--- src/rtl/cpu_pkg.sv ---
// Shared definitions for the pipeline hazard controller.
//   REG_W       : architectural register-index width (8 registers)
//   hz_state_t  : hazard-controller state encoding
//   fwd_sel_t   : operand forwarding select (FWD_RF / FWD_EX / FWD_MEM)
package cpu_pkg;

    localparam int REG_W = 3;

    typedef enum logic [2:0] {
        RESET_IDLE = 3'd0,
        RUN        = 3'd1,
        MEM_WAIT   = 3'd2,
        DRAIN      = 3'd3,
        HALTED     = 3'd4
    } hz_state_t;

    typedef logic [1:0] fwd_sel_t;

    localparam fwd_sel_t FWD_RF  = 2'b00;
    localparam fwd_sel_t FWD_EX  = 2'b01;
    localparam fwd_sel_t FWD_MEM = 2'b10;

endpackage

--- src/rtl/fwd_unit.sv ---
// Combinational forwarding compare for one ID source operand.
//   src           : register index read by the ID instruction
//   ex_write_reg  : instruction in EX writes a register
//   ex_read_mem   : instruction in EX is a load (its data is not ready in EX)
//   ex_dst        : EX destination register
//   mem_write_reg : instruction in MEM writes a register
//   mem_dst       : MEM destination register
//   sel           : FWD_EX, FWD_MEM or FWD_RF; the younger EX result wins
module fwd_unit
    import cpu_pkg::*;
#(
    parameter int W = REG_W
) (
    input  logic [W-1:0] src,
    input  logic         ex_write_reg,
    input  logic         ex_read_mem,
    input  logic [W-1:0] ex_dst,
    input  logic         mem_write_reg,
    input  logic [W-1:0] mem_dst,
    output fwd_sel_t     sel
);

    // Select the youngest in-flight producer of src.
    always_comb begin
        sel = FWD_RF;
        if (ex_write_reg && !ex_read_mem && (ex_dst == src)) begin
            sel = FWD_EX;
        end else if (mem_write_reg && (mem_dst == src)) begin
            sel = FWD_MEM;
        end else begin
            sel = FWD_RF;
        end
    end

endmodule

--- src/rtl/pipe_hazard_ctrl.sv ---
// Stall / flush / forward controller for the 5-stage (IF ID EX MEM WB) core.
// Inputs : ID source fields and halt flag, ID_EX and EX_MEM control bits,
//          data-memory ack and the EX branch outcome.
// Outputs: pc_en / if_id_en / id_ex_en / ex_mem_en register enables,
//          if_id_flush / id_ex_bubble / mem_wb_bubble NOP loads,
//          fwd_a / fwd_b operand selects, halted, sticky mem_timeout and
//          a saturating stall_cnt.
// Enables, bubbles and forward selects are decoded combinationally from
// the state and the current inputs; state and counters are registered.
module pipe_hazard_ctrl #(
    parameter int REG_W        = cpu_pkg::REG_W,
    parameter int MEM_WAIT_MAX = 15,
    parameter int DRAIN_CYC    = 3,
    parameter int CNT_W        = 16
) (
    input  logic             clk,
    input  logic             rst_n,
    input  logic [REG_W-1:0] id_reg1,
    input  logic [REG_W-1:0] id_reg2,
    input  logic             id_use1,
    input  logic             id_use2,
    input  logic             id_halt,
    input  logic             ex_write_reg,
    input  logic             ex_read_mem,
    input  logic [REG_W-1:0] ex_dst,
    input  logic             ex_branch_taken,
    input  logic             mem_write_reg,
    input  logic             mem_read_mem,
    input  logic             mem_write_mem,
    input  logic [REG_W-1:0] mem_dst,
    input  logic             mem_ack,
    output logic             pc_en,
    output logic             if_id_en,
    output logic             id_ex_en,
    output logic             ex_mem_en,
    output logic             if_id_flush,
    output logic             id_ex_bubble,
    output logic             mem_wb_bubble,
    output logic [1:0]       fwd_a,
    output logic [1:0]       fwd_b,
    output logic             halted,
    output logic             mem_timeout,
    output logic [CNT_W-1:0] stall_cnt
);

    localparam int WAIT_W = $clog2(MEM_WAIT_MAX + 1);
    localparam int DRN_W  = $clog2(DRAIN_CYC + 1);

    // Last wait_cnt value that may still be extended; reaching it with ack
    // still low means MEM_WAIT_MAX low-ack cycles have elapsed.
    localparam logic [WAIT_W-1:0] WAIT_LAST  = WAIT_W'(MEM_WAIT_MAX - 1);
    localparam logic [WAIT_W-1:0] WAIT_ONE   = WAIT_W'(1);
    localparam logic [WAIT_W-1:0] WAIT_ZERO  = {WAIT_W{1'b0}};
    localparam logic [DRN_W-1:0]  DRAIN_INIT = DRN_W'(DRAIN_CYC);
    localparam logic [DRN_W-1:0]  DRN_ONE    = DRN_W'(1);
    localparam logic [DRN_W-1:0]  DRN_ZERO   = {DRN_W{1'b0}};
    localparam logic [CNT_W-1:0]  CNT_ONE    = CNT_W'(1);
    localparam logic [CNT_W-1:0]  CNT_ZERO   = {CNT_W{1'b0}};
    localparam logic [CNT_W-1:0]  CNT_MAX    = {CNT_W{1'b1}};

    cpu_pkg::hz_state_t state_r;
    cpu_pkg::hz_state_t state_nx_s;
    cpu_pkg::hz_state_t run_state_s;

    logic [WAIT_W-1:0] wait_cnt_r;
    logic [WAIT_W-1:0] wait_nx_s;
    logic [WAIT_W-1:0] run_wait_s;
    logic [DRN_W-1:0]  drain_cnt_r;
    logic [DRN_W-1:0]  drain_nx_s;
    logic [DRN_W-1:0]  run_drain_s;
    logic [CNT_W-1:0]  stall_cnt_r;
    logic              halted_r;
    logic              mem_timeout_r;
    logic              tmo_nx_s;

    // Enable vectors are ordered {pc, if_id, id_ex, ex_mem}.
    logic [3:0] en_s;
    logic [3:0] run_en_s;
    logic       flush_s;
    logic       bub_s;
    logic       wbb_s;
    logic       run_flush_s;
    logic       run_bub_s;
    logic       run_wbb_s;

    logic       mem_busy_s;
    logic       load_use_s;
    logic       stall_inc_s;
    logic [1:0] fwd_a_raw_s;
    logic [1:0] fwd_b_raw_s;

    fwd_unit #(.W(REG_W)) u_fwd_a (
        .src           (id_reg1),
        .ex_write_reg  (ex_write_reg),
        .ex_read_mem   (ex_read_mem),
        .ex_dst        (ex_dst),
        .mem_write_reg (mem_write_reg),
        .mem_dst       (mem_dst),
        .sel           (fwd_a_raw_s)
    );

    fwd_unit #(.W(REG_W)) u_fwd_b (
        .src           (id_reg2),
        .ex_write_reg  (ex_write_reg),
        .ex_read_mem   (ex_read_mem),
        .ex_dst        (ex_dst),
        .mem_write_reg (mem_write_reg),
        .mem_dst       (mem_dst),
        .sel           (fwd_b_raw_s)
    );

    // Raw hazard conditions.
    always_comb begin
        mem_busy_s = (mem_read_mem | mem_write_mem) & ~mem_ack;
        load_use_s = ex_read_mem & ex_write_reg &
                     ((id_use1 & (ex_dst == id_reg1)) |
                      (id_use2 & (ex_dst == id_reg2)));
    end

    // RUN priority chain; also reused for the MEM_WAIT cycle in which ack arrives.
    always_comb begin
        run_en_s    = 4'b1111;
        run_flush_s = 1'b0;
        run_bub_s   = 1'b0;
        run_wbb_s   = 1'b0;
        run_state_s = cpu_pkg::RUN;
        run_wait_s  = WAIT_ZERO;
        run_drain_s = drain_cnt_r;
        if (mem_busy_s) begin
            run_en_s    = 4'b0000;
            run_wbb_s   = 1'b1;
            run_state_s = cpu_pkg::MEM_WAIT;
            run_wait_s  = WAIT_ONE;
        end else if (ex_branch_taken) begin
            // Wrong-path instructions in IF_ID and ID are squashed; a
            // load-use or HALT seen in ID belongs to that wrong path.
            run_flush_s = 1'b1;
            run_bub_s   = 1'b1;
        end else if (load_use_s) begin
            // Hold PC and IF_ID one cycle; ID_EX takes a bubble so the load
            // moves to MEM and is forwarded from there next cycle.
            run_en_s  = 4'b0011;
            run_bub_s = 1'b1;
        end else if (id_halt) begin
            run_state_s = cpu_pkg::DRAIN;
            run_drain_s = DRAIN_INIT;
        end else begin
            run_en_s = 4'b1111;
        end
    end

    // Per-state output decode and next-state / next-counter selection.
    always_comb begin
        en_s       = 4'b0000;
        flush_s    = 1'b1;
        bub_s      = 1'b1;
        wbb_s      = 1'b1;
        state_nx_s = state_r;
        wait_nx_s  = wait_cnt_r;
        drain_nx_s = drain_cnt_r;
        tmo_nx_s   = mem_timeout_r;
        case (state_r)
            cpu_pkg::RESET_IDLE: begin
                state_nx_s = cpu_pkg::RUN;
                wait_nx_s  = WAIT_ZERO;
                drain_nx_s = DRN_ZERO;
            end
            cpu_pkg::RUN: begin
                en_s       = run_en_s;
                flush_s    = run_flush_s;
                bub_s      = run_bub_s;
                wbb_s      = run_wbb_s;
                state_nx_s = run_state_s;
                wait_nx_s  = run_wait_s;
                drain_nx_s = run_drain_s;
            end
            cpu_pkg::MEM_WAIT: begin
                if (mem_ack) begin
                    en_s       = run_en_s;
                    flush_s    = run_flush_s;
                    bub_s      = run_bub_s;
                    wbb_s      = run_wbb_s;
                    state_nx_s = run_state_s;
                    wait_nx_s  = run_wait_s;
                    drain_nx_s = run_drain_s;
                end else begin
                    flush_s = 1'b0;
                    bub_s   = 1'b0;
                    if (wait_cnt_r >= WAIT_LAST) begin
                        tmo_nx_s   = 1'b1;
                        state_nx_s = cpu_pkg::HALTED;
                    end else begin
                        wait_nx_s = wait_cnt_r + WAIT_ONE;
                    end
                end
            end
            cpu_pkg::DRAIN: begin
                if (mem_busy_s) begin
                    // Freeze exactly like MEM_WAIT; drain_cnt holds.
                    flush_s = 1'b0;
                    bub_s   = 1'b0;
                    if (wait_cnt_r >= WAIT_LAST) begin
                        tmo_nx_s   = 1'b1;
                        state_nx_s = cpu_pkg::HALTED;
                    end else begin
                        wait_nx_s = wait_cnt_r + WAIT_ONE;
                    end
                end else begin
                    en_s       = 4'b0011;
                    flush_s    = 1'b0;
                    bub_s      = 1'b1;
                    wbb_s      = 1'b0;
                    wait_nx_s  = WAIT_ZERO;
                    drain_nx_s = drain_cnt_r - DRN_ONE;
                    if (drain_cnt_r <= DRN_ONE) begin
                        state_nx_s = cpu_pkg::HALTED;
                    end else begin
                        state_nx_s = cpu_pkg::DRAIN;
                    end
                end
            end
            cpu_pkg::HALTED: begin
                state_nx_s = cpu_pkg::HALTED;
            end
            default: begin
                // Corrupted state encoding: park safely with everything frozen.
                state_nx_s = cpu_pkg::HALTED;
            end
        endcase
    end

    // Count cycles in which the PC is held while the core is live.
    always_comb begin
        if ((state_r == cpu_pkg::RUN) || (state_r == cpu_pkg::MEM_WAIT) ||
            (state_r == cpu_pkg::DRAIN)) begin
            stall_inc_s = ~en_s[3] & (stall_cnt_r != CNT_MAX);
        end else begin
            stall_inc_s = 1'b0;
        end
    end

    // State, counters and sticky status registers.
    always_ff @(posedge clk or negedge rst_n) begin
        if (!rst_n) begin
            state_r       <= cpu_pkg::RESET_IDLE;
            wait_cnt_r    <= WAIT_ZERO;
            drain_cnt_r   <= DRN_ZERO;
            stall_cnt_r   <= CNT_ZERO;
            halted_r      <= 1'b0;
            mem_timeout_r <= 1'b0;
        end else begin
            state_r       <= state_nx_s;
            wait_cnt_r    <= wait_nx_s;
            drain_cnt_r   <= drain_nx_s;
            mem_timeout_r <= tmo_nx_s;
            halted_r      <= (state_nx_s == cpu_pkg::HALTED);
            if (stall_inc_s) begin
                stall_cnt_r <= stall_cnt_r + CNT_ONE;
            end else begin
                stall_cnt_r <= stall_cnt_r;
            end
        end
    end

    assign pc_en         = en_s[3];
    assign if_id_en      = en_s[2];
    assign id_ex_en      = en_s[1];
    assign ex_mem_en     = en_s[0];
    assign if_id_flush   = flush_s;
    assign id_ex_bubble  = bub_s;
    assign mem_wb_bubble = wbb_s;
    // Selects read as register file while the pipeline is still being reset.
    assign fwd_a         = (state_r == cpu_pkg::RESET_IDLE) ? cpu_pkg::FWD_RF : fwd_a_raw_s;
    assign fwd_b         = (state_r == cpu_pkg::RESET_IDLE) ? cpu_pkg::FWD_RF : fwd_b_raw_s;
    assign halted        = halted_r;
    assign mem_timeout   = mem_timeout_r;
    assign stall_cnt     = stall_cnt_r;

endmodule
--- config.mk ---
export PLATFORM = sky130hd
export DESIGN_NAME = pipe_hazard_ctrl
export DESIGN_NICKNAME = d
export VERILOG_FILES = /design/src/rtl/cpu_pkg.sv /design/src/rtl/fwd_unit.sv /design/src/rtl/pipe_hazard_ctrl.sv
export SDC_FILE = /design/constraint.sdc
export NUM_CORES = 1
export LEC_CHECK = 0
export CAP_MARGIN = 0
export CORE_UTILIZATION = 45
export DETAILED_ROUTE_END_ITERATION = 8
export GPL_TIMING_DRIVEN = 0
export MAX_ROUTING_LAYER = met4
export PLACE_DENSITY = 0.8
export SETUP_SLACK_MARGIN = 0.2
export SLEW_MARGIN = 40
export SYNTH_ARGS = -nofsm -noshare
export SYNTH_HDL_FRONTEND = slang
export SYNTH_SLANG_ARGS = --single-unit
--- constraint.sdc ---
create_clock -name clk -period 2.26 [get_ports clk]
set_input_delay 0.452 -clock clk [delete_from_list [all_inputs] [get_ports clk]]
set_output_delay 0.452 -clock clk [all_outputs]
set_load 0.02 [all_outputs]
==> results of run 1 <==
## logic make-up (layout without fill, tap and decap cells)
family	Yosys count	in the layout
buffers and inverters	15	97
AND/OR/NAND/NOR	78	78
multiplexers	1	1
AO/OA/AOI/OAI	32	32
flip-flops	27	27
adder cells (fa/ha/maj)	4	4
XOR/XNOR	27	27
## power by group through the flow
stage | Combinational, W | Sequential [W] | Clock, W
after floorplan | 0.000415 | 0.000731 | 0
after global placement | 0.000743 | 0.000680 | 0
after detailed placement | 0.000759 | 0.000682 | 0
after CTS | 0.000854 | 0.000669 | 0.000286
after global routing | 0.000983 | 0.000685 | 0.000314
final | 0.000921 | 0.000671 | 0.000284
## per-stage QoR
| step | util | setup slack [ps] | power, W | std cells |
|---|---|---|---|---|
| after global placement | 0.6360 | -901.7 | 0.001423 | 284 |
| after global routing | 0.7527 | -22.22 | 0.001981 | 314 |
| final | 0.7527 | 58.73 | 0.001877 | 314 |
| after floorplan | - | 225.1 | 0.001146 | 184 |
| after detailed placement | 0.6347 | -938.5 | 0.001441 | 284 |
| after CTS | 0.7196 | 128.4 | 0.001810 | 305 |
## layout make-up
type | instances | area share
clock buffers | 3 | 0.01465
clock inverters | 1 | 0.001776
repair buffers | 78 | 0.2536
flip-flops and latches | 27 | 0.2398
inverters | 6 | 0.007993
multi-input cells | 142 | 0.4258
plain buffers | 9 | 0.03508
well taps | 48 | 0.02131
## repair_timing
action | 4_1_cts | 5_1_grt
pin swaps | 17 | 13
setup endpoints to repair | 21 | 20
gates resized for setup | 131 | 16
buffers inserted | 17 | 9
## final timing paths
path                                            end  slack, ps  cells after the start
max reg2reg                stall_cnt[1]$_DFFE_PN0P_        230                      7
min                        stall_cnt[5]$_DFFE_PN0P_        160                      1
max                                    id_ex_bubble         60                      7
max in group asynchronous      state_r[1]$_DFF_PN0_       1710                      1
min reg2reg                 mem_timeout$_DFFE_PN0P_        480                      1
min in group clk            mem_timeout$_DFFE_PN0P_        480                      1
## sequential cells by signal, summed over array words and instances, names as in the netlist
| name | cells |
|---|---|
| halted | 1 |
| mem_timeout | 1 |
| stall_cnt | 16 |
| wait_cnt_r | 4 |
| state_r | 3 |
| drain_cnt_r | 2 |
## synthesized netlist by cell type (3+ instances only)
cell,count,share of area
buf_2,3,0.0083
a21oi_1,8,0.022
xor2_1,15,0.073
nand3_1,13,0.036
inv_1,6,0.013
xnor2_1,12,0.058
nand2_1,12,0.025
dfrtp_1,27,0.38
nor3_1,9,0.025
ha_1,4,0.028
nand4_1,7,0.024
nor3_2,3,0.017
nor2_1,14,0.029
buf_4,3,0.013
o21ai_0,4,0.011
## cell usage in the layout (no fill, tap or decap), types with 2 or more instances in the layout
| cell | n |
|---|---|
| a21oi_1 | 8 |
| a21oi_4 | 3 |
| a41o_1 | 2 |
| and3_1 | 2 |
| buf_12 | 2 |
| buf_2 | 9 |
| buf_4 | 27 |
| buf_6 | 12 |
| clkbuf_4 | 2 |
| clkbuf_8 | 3 |
| clkdlybuf4s15_2 | 2 |
| clkdlybuf4s50_1 | 26 |
| dfrtp_1 | 27 |
| dlygate4sd2_1 | 4 |
| ha_1 | 4 |
| inv_1 | 5 |
| nand2_1 | 8 |
| nand2_2 | 4 |
| nand2b_1 | 2 |
| nand3_1 | 12 |
| nand3_2 | 2 |
| nand4_1 | 7 |
| nor2_1 | 13 |
| nor2_4 | 2 |
| nor3_1 | 7 |
| nor3_2 | 5 |
| nor4b_4 | 2 |
| o211ai_1 | 2 |
| o21ai_0 | 3 |
| o21ai_1 | 2 |
| o311a_1 | 2 |
| or2_1 | 2 |
| xnor2_1 | 12 |
| xor2_1 | 9 |
| xor2_4 | 5 |
## per-layer routing
layer  part of all wire  vias up
met5                  0        -
met4              0.028        0
met3              0.038       15
met2               0.51       59
met1               0.42      812
li1                   -      818
==> results.sh, run 1 <==
export IMPL_status="finished clean"
export IMPL_synth_top_flop_cell="dfrtp_1"
export IMPL_p_sw_w=0.0007062
export IMPL_nets=295
export IMPL_globalRouteOverflowTotal=0
export IMPL_required_ps=1810
export IMPL_worst_setup_path_start_kind="input pin"
export IMPL_pwr_share_clk=0.151
export IMPL_synth_edf_count=0
export IMPL_rows=22
export IMPL_avgRoutedWirePerCell_um=15.27
export IMPL_groute_usage_overall=0.2470
export IMPL_cts_root_buf="clkbuf_8"
export IMPL_cts_tree="done"
export IMPL_period_minus_slack_ps=2201
export IMPL_ys_ff_latch=27
export IMPL_synth_compound_area_frac=0.1508
export IMPL_syn_to_final_growth_pct=56.50
export IMPL_ys_warn_count=0
export IMPL_dpl_instance_area_um2=2376
export IMPL_timing_critical_path_buf_inv=2
export IMPL_grt_util_met3=0.03125
export IMPL_io_buffers=52
export IMPL_viasPerCell=5.427
export IMPL_hold_buffers=0
export IMPL_synthMuxAreaShare=0.008339
export IMPL_multi_input_area_um2=1200
export IMPL_fin_crit_sh=0.9740
export IMPL_grt_max_degree=28
export IMPL_drc=0
export IMPL_hold_class="input pin to asynchronous set/reset pin"
export IMPL_power_leakage_nw=1.204
export IMPL_grt_pass1_wl_mm=7.790
export IMPL_drive_gt1_frac=0.3722
export IMPL_cts_max_level=1
export IMPL_met2_usage=0.4021
export IMPL_top_usage_layer="met2"
export IMPL_worstSetupPathType="input pin to output port"
export IMPL_tns_ps=0
export IMPL_hpwlAfterDp_mm=3.131
export IMPL_syn_nets=212
export IMPL_netlist_area_um2=1800
export IMPL_worstMarginPinSlew_ps=593.4
export IMPL_async_flop_share=1.000
export IMPL_power_density_nw_per_um2=666.0
export IMPL_synth_simple_area_share=0.2509
export IMPL_die_w_um=65.26
export IMPL_drv_cap=0
export IMPL_p_int_w=0.001170
export IMPL_arrival_ps=1750
export IMPL_worstPathMaxFanout=2
export IMPL_synth_xor_area_frac=0.1313
export IMPL_use_met1=0.3040
export IMPL_fin_skew_ps=5.662
export IMPL_cts_sinks=27
export IMPL_fillCellCount=266
export IMPL_setup_viol=0
export IMPL_synth_seq_area_share=0.3753
export IMPL_cts_buffer_depth=2
export IMPL_synth_avg_cell_area_um2=9.785
export IMPL_via_count=1704
export IMPL_rr_startpoint="stall_cnt[0]$_DFFE_PN0P_"
export IMPL_slew_headroom=0.6044
export IMPL_die_area_um2=4258
export IMPL_syn_inst=184
export IMPL_io_pins=53
export IMPL_seq_area_um2=675.6
export IMPL_worstSetupStartpoint="id_reg1[1]"
export IMPL_swShare=0.3763
export IMPL_synth_top_family_by_area="simple AND/OR/NAND/NOR gates"
export IMPL_clk_latency_ps=280
export IMPL_peakVddDrop_uv=494.6
export IMPL_fmax_ghz=0.4543
export IMPL_antenna_found_initial=0
export IMPL_firstDrtPassIters=4
export IMPL_wl_mm=4.796
export IMPL_die_h_um=65.26
export IMPL_hold_ws_ps=159.3
export IMPL_finalHoldViolCount=0
export IMPL_antenna_left=0
export IMPL_initial_core_util=0.4809
export IMPL_core_um2=3744
export IMPL_clk_pin_slew_ps=100
export IMPL_cpPeakStageDelay_ps=350
export IMPL_initialDrtViolationCount=88
export IMPL_comb_power_share=0.491
export IMPL_path_cells="buf_8, xor2_4, nor4b_4, or2_4, a31oi_1, o211ai_1, buf_4"
export IMPL_synth_distinct_cells=48
export IMPL_fin_area_um2=2818
export IMPL_synthAdderAreaFrac=0.02780
export IMPL_worst_path_max_delay_cell="nor4b_4"
export IMPL_diodes=0
export IMPL_worstSetupEndpointType="output port"
export IMPL_pwr_share_seq=0.358
export IMPL_cts_buffers=3
export IMPL_cp_top_family="simple AND/OR/NAND/NOR gates"
export IMPL_finalWeightedCongestion=0.8506
export IMPL_grt_pass1_vias=1645
export IMPL_rsz0062_at_grt="true"
export IMPL_maxSlewViolCount=0
(Power assumes the default switching activity.)
==> run 2: changes to the inputs <==
--- a/config.mk
+++ b/config.mk
@@ -9,6 +9,7 @@
 export CORE_UTILIZATION = 45
 export DETAILED_ROUTE_END_ITERATION = 8
 export GPL_TIMING_DRIVEN = 0
+export HOLD_SLACK_MARGIN = 0.08
 export MAX_ROUTING_LAYER = met4
 export PLACE_DENSITY = 0.8
 export SETUP_SLACK_MARGIN = 0.2
@@ -16,3 +17,4 @@
 export SYNTH_ARGS = -nofsm -noshare
 export SYNTH_HDL_FRONTEND = slang
 export SYNTH_SLANG_ARGS = --single-unit
+export TNS_END_PERCENT = 100
==> results of run 2 <==
The final DEF is identical to that of run 1; final timing and power are the same.
==> variant (flow settings as in run 2) <==
`REG_W`: 3 -> 6.
--- a/src/rtl/cpu_pkg.sv
+++ b/src/rtl/cpu_pkg.sv
@@ -4,7 +4,7 @@
 //   fwd_sel_t   : operand forwarding select (FWD_RF / FWD_EX / FWD_MEM)
 package cpu_pkg;
 
-    localparam int REG_W = 3;
+    localparam int REG_W = 6;
 
     typedef enum logic [2:0] {
         RESET_IDLE = 3'd0,
Ports: changed (resized ex_dst, id_reg1, id_reg2 and mem_dst); port bits go from 53 to 65. No check against the original RTL was run, so the function may have changed too.
==> variant against run 2 <==
  * Setup slack lost 0.30 ns
  * First-iteration DRC count grew to 2.9 times the old value
  * Largest cell class unchanged
  * Sequential cell count unchanged
  * Power grew 26%
  * Combinational power rose by 44%
  * The run now ends with negative setup slack left
  * Critical path type unchanged
  * Final area grew 16%
  * Area after synthesis up 9.5%
  * Critical endpoint is now pc_en
  * Routed wire length is 27% higher
==> variant: results (changes against run 2) <==
INFO  routing        detail_route.iter0.violations=258 [+190%]
INFO  logic_synthesis synthAdderAreaFrac=2.54% [-0.24 points]
INFO  logic_synthesis mean_syn_cell_area=9.57squm [-2.2%]
INFO  place          post_place_cell_area=0.00269sqmm [+13%]
INFO  power          reg_power_share=31.9% [-3.9 points]
INFO  place          portBuffers=64 [+23%]
INFO  place          hpwl_after_dpl=3.61mm [+15%]
INFO  logic_synthesis mappedNetlistNets=246 [+16%]
INFO  logic_synthesis synth_sequential_area_ratio=34.3% [-3.2 points]
INFO  logic_synthesis yosys-top-cells-area=dfrtp_1, xor2_1, xnor2_1
INFO  sta            worst_slack=-0.237ns [-0.295 ns]
INFO  power          p_sw=1.01mW [+42%]
INFO  layout         final_net_count=345 [+17%]
INFO  place          post-place-ws=-1.26ns [-0.319 ns]
INFO  power          power.leakage=1.40nW [+16%]
INFO  grt            first_global_vias=1832 [+11%]
INFO  sta            setup_viol=5 [+5]
INFO  routing        wl_per_cell=17.2microns [+13%]
INFO  setup_path     cpMaxStageDelayCell=nor4_4
INFO  outcome        outcome=complete, but fails checks
INFO  sta            final.setup.tns=-0.819ns [-0.819 ns]
INFO  grt            track_usage=25.1% [+0.43 points]
INFO  layout         area_growth_syn_to_layout=65.2%
INFO  logic_synthesis post_synth_xor_area_fraction=17.8% [+4.6 points]
INFO  grt            grt_first_pass_wirelength=8.38mm [+7.5%]
INFO  routing        vias=2014 [+18%]
INFO  power          clock_net_power=279uW [-2%]
INFO  routing        total_routed_wirelength=6.09mm [+27%]
INFO  outcome        violated_checks=negative setup slack
INFO  layout         layout_cells_sized_above_1=39.8% [+2.6 points]
INFO  setup_path     crit_arrival=2.04ns [+0.29 ns]
INFO  logic_synthesis synth_compound_area_share=20.5% [+5.4 points]
INFO  power          vdd_ir_drop_max=0.000630V [+27%]
INFO  power          switching_share_of_power=42.6% [+4.9 points]
INFO  logic_synthesis yosys-top-cells-count=dfrtp_1, xor2_1, nand2_1
-- variant: cell count changes in the layout (fill, tap and decap cells not counted), sizes merged, moves of 3 or more --
cell	change
a21oi	-5
nand4	-3
nand2	+8
a211oi	+13
nor3	-9
dlygate4sd2	+6
and3	+3
clkbuf	+6
xor2	+12
buf	+4
-- variant: area by class of cell --
type                       instances  area share [%]
multi-input combinational        162            45.5
inverter                           8           0.999
timing repair buffer              94            26.1
buffer                             9            3.27
clock buffer                       3            1.27
clock inverter                     1           0.154
sequential                        27            20.8
tap                               50            1.92
-- variant: worst max-delay path: cells and delay by family --
kind | cells | cell delay [ns]
compound gates | 1 | 0.15
simple gates | 3 | 0.78
xor+xnor | 1 | 0.17
buf+inv | 4 | 0.49
-- variant: layer usage --
metal,global-route usage [%],wire length (microns),part of all wire [%]
met1,29.9,2490,41
met2,42.8,3120,51
met3,4.00,337,5.5
met4,8.59,150,2.5
met5,-,0,0
-- variant: final timing paths --
kind                       cells after the start                    start  slack (ns)                   endpoint
max                                            9                ex_dst[0]       -0.24                      pc_en
min                                            1                    rst_n        0.17       state_r[1]$_DFF_PN0_
max reg2reg                                    9     state_r[0]$_DFF_PN0_        0.17  stall_cnt[15]$_DFFE_PN0P_
min reg2reg                                    1  mem_timeout$_DFFE_PN0P_        0.48    mem_timeout$_DFFE_PN0P_
max in group asynchronous                      1                    rst_n        1.63   stall_cnt[0]$_DFFE_PN0P_
min in group clk                               1  mem_timeout$_DFFE_PN0P_        0.48    mem_timeout$_DFFE_PN0P_
-- variant: repair_timing --
action | CTS | global route
pin swaps | 25 | 40
buffers inserted | 17 | 13
resized for setup | 129 | 74
setup endpoints to repair | 28 | 27
